### src/rtl/io_switch_ctrl.sv
// Redundant-CPU I/O switch failover controller: heartbeat supervision, guarded switchover, dwell hold-off.
// Define IO_SWITCH_CNT_EN to add the saturating 8-bit switch_cnt output.
module io_switch_ctrl #(
  parameter int TIMEOUT = 1000,
  parameter int GUARD   = 16,
  parameter int DWELL   = 4096,
  parameter int CNT_W   = 16
) (
  input  logic       clk,
  input  logic       rst_n,
  input  logic       hb_a,
  input  logic       hb_b,
  input  logic       force_req,
  input  logic       force_sel,
  output logic       ctr_io,
  output logic       guard,
  output logic       alive_a,
  output logic       alive_b,
  output logic       switch_pulse
`ifdef IO_SWITCH_CNT_EN
  ,
  output logic [7:0] switch_cnt
`endif
);

  localparam logic [CNT_W-1:0] ONE    = CNT_W'(1);
  localparam logic [CNT_W-1:0] TO_MAX = CNT_W'(TIMEOUT - 1);
  localparam logic [CNT_W-1:0] DW_MAX = CNT_W'(DWELL);
  localparam logic [CNT_W-1:0] GD_MAX = CNT_W'(GUARD - 1);

  typedef enum logic [1:0] {ACT_A, GRD_TO_B, ACT_B, GRD_TO_A} state_t;

  state_t             state_q, state_d;
  logic [2:0]         sa_q, sa_d, sb_q, sb_d;
  logic [CNT_W-1:0]   to_a_q, to_a_d, to_b_q, to_b_d;
  logic [CNT_W-1:0]   dwell_q, dwell_d, gcnt_q, gcnt_d;
  logic               alive_a_q, alive_a_d, alive_b_q, alive_b_d;
  logic               ctr_io_q, ctr_io_d, guard_q, guard_d, pulse_q, pulse_d;
  logic               beat_a, beat_b, dwell_done;
`ifdef IO_SWITCH_CNT_EN
  logic [7:0]         scnt_q, scnt_d;
`endif

  // Heartbeat supervision: bit0/bit1 synchronise, bit2 delays for toggle detection.
  always_comb begin
    sa_d      = {sa_q[1:0], hb_a};
    sb_d      = {sb_q[1:0], hb_b};
    beat_a    = sa_q[1] ^ sa_q[2];
    beat_b    = sb_q[1] ^ sb_q[2];
    to_a_d    = beat_a ? '0 : ((to_a_q == TO_MAX) ? to_a_q : to_a_q + ONE);
    to_b_d    = beat_b ? '0 : ((to_b_q == TO_MAX) ? to_b_q : to_b_q + ONE);
    alive_a_d = beat_a ? 1'b1 : ((to_a_q == TO_MAX) ? 1'b0 : alive_a_q);
    alive_b_d = beat_b ? 1'b1 : ((to_b_q == TO_MAX) ? 1'b0 : alive_b_q);
  end

  assign dwell_done = (dwell_q == DW_MAX);

  always_comb begin
    state_d  = state_q;
    gcnt_d   = gcnt_q;
    guard_d  = 1'b0;
    ctr_io_d = ctr_io_q;
    pulse_d  = 1'b0;
    dwell_d  = dwell_done ? dwell_q : dwell_q + ONE;
    unique case (state_q)
      ACT_A: begin
        if ((!alive_a_q && alive_b_q && dwell_done) || (force_req && force_sel && alive_b_q)) begin
          state_d = GRD_TO_B;
          guard_d = 1'b1;
          gcnt_d  = '0;
        end
      end
      ACT_B: begin
        if ((!alive_b_q && alive_a_q && dwell_done) || (force_req && !force_sel && alive_a_q)) begin
          state_d = GRD_TO_A;
          guard_d = 1'b1;
          gcnt_d  = '0;
        end
      end
      GRD_TO_B: begin
        if (gcnt_q == GD_MAX) begin
          state_d  = ACT_B;
          ctr_io_d = 1'b1;
          pulse_d  = 1'b1;
          dwell_d  = '0;
        end else begin
          guard_d = 1'b1;
          gcnt_d  = gcnt_q + ONE;
        end
      end
      GRD_TO_A: begin
        if (gcnt_q == GD_MAX) begin
          state_d  = ACT_A;
          ctr_io_d = 1'b0;
          pulse_d  = 1'b1;
          dwell_d  = '0;
        end else begin
          guard_d = 1'b1;
          gcnt_d  = gcnt_q + ONE;
        end
      end
      default: state_d = ACT_A;
    endcase
  end

`ifdef IO_SWITCH_CNT_EN
  always_comb begin
    scnt_d = scnt_q;
    if (pulse_d && (scnt_q != 8'hff)) scnt_d = scnt_q + 8'd1;
  end
`endif

  always_ff @(posedge clk or negedge rst_n) begin
    if (!rst_n) begin
      state_q   <= ACT_A;
      sa_q      <= '0;
      sb_q      <= '0;
      to_a_q    <= '0;
      to_b_q    <= '0;
      dwell_q   <= '0;
      gcnt_q    <= '0;
      alive_a_q <= 1'b0;
      alive_b_q <= 1'b0;
      ctr_io_q  <= 1'b0;
      guard_q   <= 1'b0;
      pulse_q   <= 1'b0;
`ifdef IO_SWITCH_CNT_EN
      scnt_q    <= '0;
`endif
    end else begin
      state_q   <= state_d;
      sa_q      <= sa_d;
      sb_q      <= sb_d;
      to_a_q    <= to_a_d;
      to_b_q    <= to_b_d;
      dwell_q   <= dwell_d;
      gcnt_q    <= gcnt_d;
      alive_a_q <= alive_a_d;
      alive_b_q <= alive_b_d;
      ctr_io_q  <= ctr_io_d;
      guard_q   <= guard_d;
      pulse_q   <= pulse_d;
`ifdef IO_SWITCH_CNT_EN
      scnt_q    <= scnt_d;
`endif
    end
  end

  assign ctr_io       = ctr_io_q;
  assign guard        = guard_q;
  assign alive_a      = alive_a_q;
  assign alive_b      = alive_b_q;
  assign switch_pulse = pulse_q;
`ifdef IO_SWITCH_CNT_EN
  assign switch_cnt   = scnt_q;
`endif

endmodule

### config.mk
export PLATFORM = sky130hd
export DESIGN_NAME = io_switch_ctrl
export DESIGN_NICKNAME = d
export VERILOG_FILES = /design/src/rtl/io_switch_ctrl.sv
export SDC_FILE = /design/constraint.sdc
export NUM_CORES = 1
export LEC_CHECK = 0
export BUFFER_PORTS_ARGS = -buffer_cell sky130_fd_sc_hd__buf_2
export CORE_ASPECT_RATIO = 1.2
export CORE_UTILIZATION = 45
export CTS_CLUSTER_SIZE = 25
export DETAILED_ROUTE_END_ITERATION = 6
export GPL_ROUTABILITY_DRIVEN = 0
export SLEW_MARGIN = 20
export SYNTH_ARGS = -nofsm -noshare
export SYNTH_HDL_FRONTEND = slang
export SYNTH_SLANG_ARGS = --single-unit
export TNS_END_PERCENT = 1
### constraint.sdc
create_clock -name clk -period 5.35 [get_ports clk]
set_input_delay 0.2675 -clock clk [delete_from_list [all_inputs] [get_ports clk]]
set_output_delay 0.2675 -clock clk [all_outputs]
set_load 0.02 [all_outputs]
==> impl_metrics.toml <==
[outcome]
outcome = "completed"

[critical_path]
end_kind = "flip-flop"
criticalPathCategory = "flip-flop to flip-flop"
cp.required_ns = 5.59
critical_path.max_fanout = 21
crit_arrival_ns = 2.93
cp-start-kind = "flip-flop"

[route]
post-route-drc-count = 0
vias = 2861
wl_per_cell_um = 13.57
firstDrtPassIters = 6
viasPerCell = 5.388
routed_wl_um = 7205
ant_nets = 0
drtIter0Drc = 150

[floorplan]
dieArea_um2 = 9141
core_area_um2 = 8518
floorplan.initialDensity_pct = 46.28
die_x_um = 87.45
io_pins = 11
die_h_um = 104.5
rows = 37

[global_routing]
antenna_found_initial = 0
met3_usage_pct = 4.186
track_usage_pct = 17.81
grt_pass1_vias = 2838
overflow = 0
grt_util_met2_pct = 27.96
use_met1_pct = 23.87
grt_pass1_wl_um = 12880
grt_max_degree = 78
top_usage_layer = "met2"

[pwr]
switching_share_pct = 33.74
intPower_mw = 1.016
combinationalPowerShare_pct = 23.2
power_frac_seq_pct = 45.7
p_leak_nw = 1.863
p_per_area_nw_per_um2 = 354.1
peakVddDrop_uv = 172.7
clkPwrFrac_pct = 31.1
switchingPower_mw = 0.5173

[synth]
synth-seq-area-share_pct = 48.87
synth_nets = 410
synthFlopType = "dfrtp_1"
synth_cells = 394
synth-seq-cells = 77
ys_warn_count = 0
synth_edf_count = 0
synth_area_per_cell_um2 = 10.01
async_flop_share_pct = 100.0
synth.distinct_cells = 53
syn_area_um2 = 3943

[sta]
min_period_ns = 2.690
tightest_slew_ns = 1.064
slew_viol_final = 0
skew_ns = 0.01485
final.setup.worst_slack_ns = 2.660
setup_tns_ns = 0
clock.fmax_ghz = 0.3717
finalCritPeriodShare_pct = 50.29
rsz0062_at_grt = "false"
slew_headroom_pct = 28.81
final_hold_viol_count = 0
setup_viol = 0

[final_layout]
fill_cells = 834
antenna_cells = 0
multi_input_area_um2 = 1909
regArea_um2 = 1927
drive_gt1_share_pct = 10.39
syn_to_final_growth_pct = 9.838
finish.net_count = 425

[clock_tree]
clkTransAtPathRegs_ns = 0.09
cts_sinks = 77
htree_levels = 3
cts_setup_buffers = 0
clk_path_buf_depth = 2
cts_buffers = 9
cts-root-buf = "clkbuf_8"
cts_tree = "done"
clk_latency_ns = 0.36

[placement]
place_ws_ns = 2.676
dp_hpwl_um = 4721
io_buffers = 10

[run]
maxCapViolations = 0

[min_path]
hp-class = "primary input to flip-flop"
-- logic make-up after synthesis --
kind of cell             after synthesis  share of synthesized area [%]
adder cells (fa/ha/maj)               10                          3.174
AO/OA/AOI/OAI                         63                          10.95
buffers and inverters                 22                          2.697
XOR/XNOR                              39                          8.664
multiplexers                           4                          1.079
flip-flops                            77                          48.87
AND/OR/NAND/NOR                      179                          24.56
-- cells in the mapped netlist (3+ instances only) --
master	instances	share of area (%)
nand2_1	28	2.7
nor3_1	8	1.0
a41oi_1	3	0.67
clkbuf_1	4	0.38
o31ai_1	19	3.6
o21ai_0	11	1.4
and3_1	5	0.79
dfrtp_1	77	49
nand2b_1	3	0.48
nor2_1	61	5.8
a21oi_1	16	2.0
xnor2_1	15	3.3
nand4_1	9	1.4
nand3b_1	4	0.76
ha_1	10	3.2
nor4_1	4	0.63
inv_1	12	1.1
nand3_1	24	3.0
xor2_1	24	5.3
or4_1	6	1.1
or3_1	8	1.3
-- power groups by stage --
stage / logic [mW] / registers [mW] / clock network, mW
floorplan: 0.294 / 0.703 / 0
global placement: 0.348 / 0.710 / 0
detailed placement: 0.357 / 0.711 / 0
CTS: 0.359 / 0.700 / 0.494
global route: 0.402 / 0.711 / 0.518
finish: 0.355 / 0.701 / 0.477
-- worst paths after layout --
| path | to | depth (start not counted) | startpoint | slack (ns) |
|---|---|---|---|---|
| setup / recovery | gcnt_q[0] | 7 | state_q[1] | 2.66 |
| hold / removal | sa_q[0] | 1 | hb_a | 0.02 |
| setup reg to reg | gcnt_q[0] | 7 | state_q[1] | 2.66 |
| hold reg to reg | sa_q[1] | 0 | sa_q[0] | 0.35 |
| max in group asynchronous | state_q[0] | 1 | rst_n | 4.68 |
| min in group asynchronous | dwell_q[12] | 1 | rst_n | 0.04 |
-- flip-flops by register name (all words and copies together) (netlist names) --
signal and cells:
guard 1, to_a_q 16, dwell_q 16, sb_q 3, gcnt_q 16, state_q 2, sa_q 3, alive_a 1
ctr_io 1, alive_b 1, switch_pulse 1, to_b_q 16
-- metal layers --
layer  share of wire (%)  vias up  wire [um]
li1                    -     1435          -
met1                  48     1387       3488
met2                  47       29       3416
met3                 2.8       10        202
met4                 1.4        0         98
met5                   0        -          0
-- repair_timing --
item | in CTS | in global routing
hold buffers | 1 | 0
endpoints found under the hold margin | 1 | 0
resized for setup | 0 | 0
-- cell usage in the layout (no fill, tap or decap), types with 5 or more instances in the layout --
cell type / count
a21oi_1: 16
and3_1: 5
buf_2: 9
clkbuf_8: 11
dfrtp_1: 77
ha_1: 10
inv_1: 12
nand2_1: 28
nand3_1: 24
nand4_1: 9
nor2_1: 61
nor3_1: 8
o21ai_0: 11
o31ai_1: 19
or3_1: 8
or4_1: 6
xnor2_1: 15
xor2_1: 24
-- stage by stage --
stage / power, mW / hold slack [ns] / cells / util [%] / instance area, um^2
6_report: 1.533 / 0.02344 / 531 / 50.84 / 4330
5_1_grt: 1.631 / 0.0007434 / 531 / 50.84 / 4330
4_1_cts: 1.553 / 0.008238 / 531 / 50.84 / 4330
3_5_place_dp: 1.068 / 0.3397 / 514 / 48.16 / 4103
3_3_place_gp: 1.059 / 0.3346 / 514 / 48.16 / 4103
2_1_floorplan: 0.9966 / -0.02809 / 394 / - / 3943
-- cell type report --
| cell class | instances | area share [%] |
|---|---|---|
| sequential | 77 | 44.50 |
| multi-input combinational | 295 | 44.09 |
| clock buffer | 11 | 3.496 |
| tap | 117 | 3.381 |
| timing repair buffer | 14 | 1.965 |
| clock inverter | 5 | 1.531 |
| inverter | 12 | 1.040 |
-- worst max-delay path, cell delays in order (launching register included) --
cell and delay (ns):
dfrtp_1 0.39, inv_1 0.09, ha_1 0.20, nor2_1 0.82, nor2_1 0.11, buf_4 0.25
or3_4 0.42, mux2_1 0.31
(Power assumes the default switching activity.)
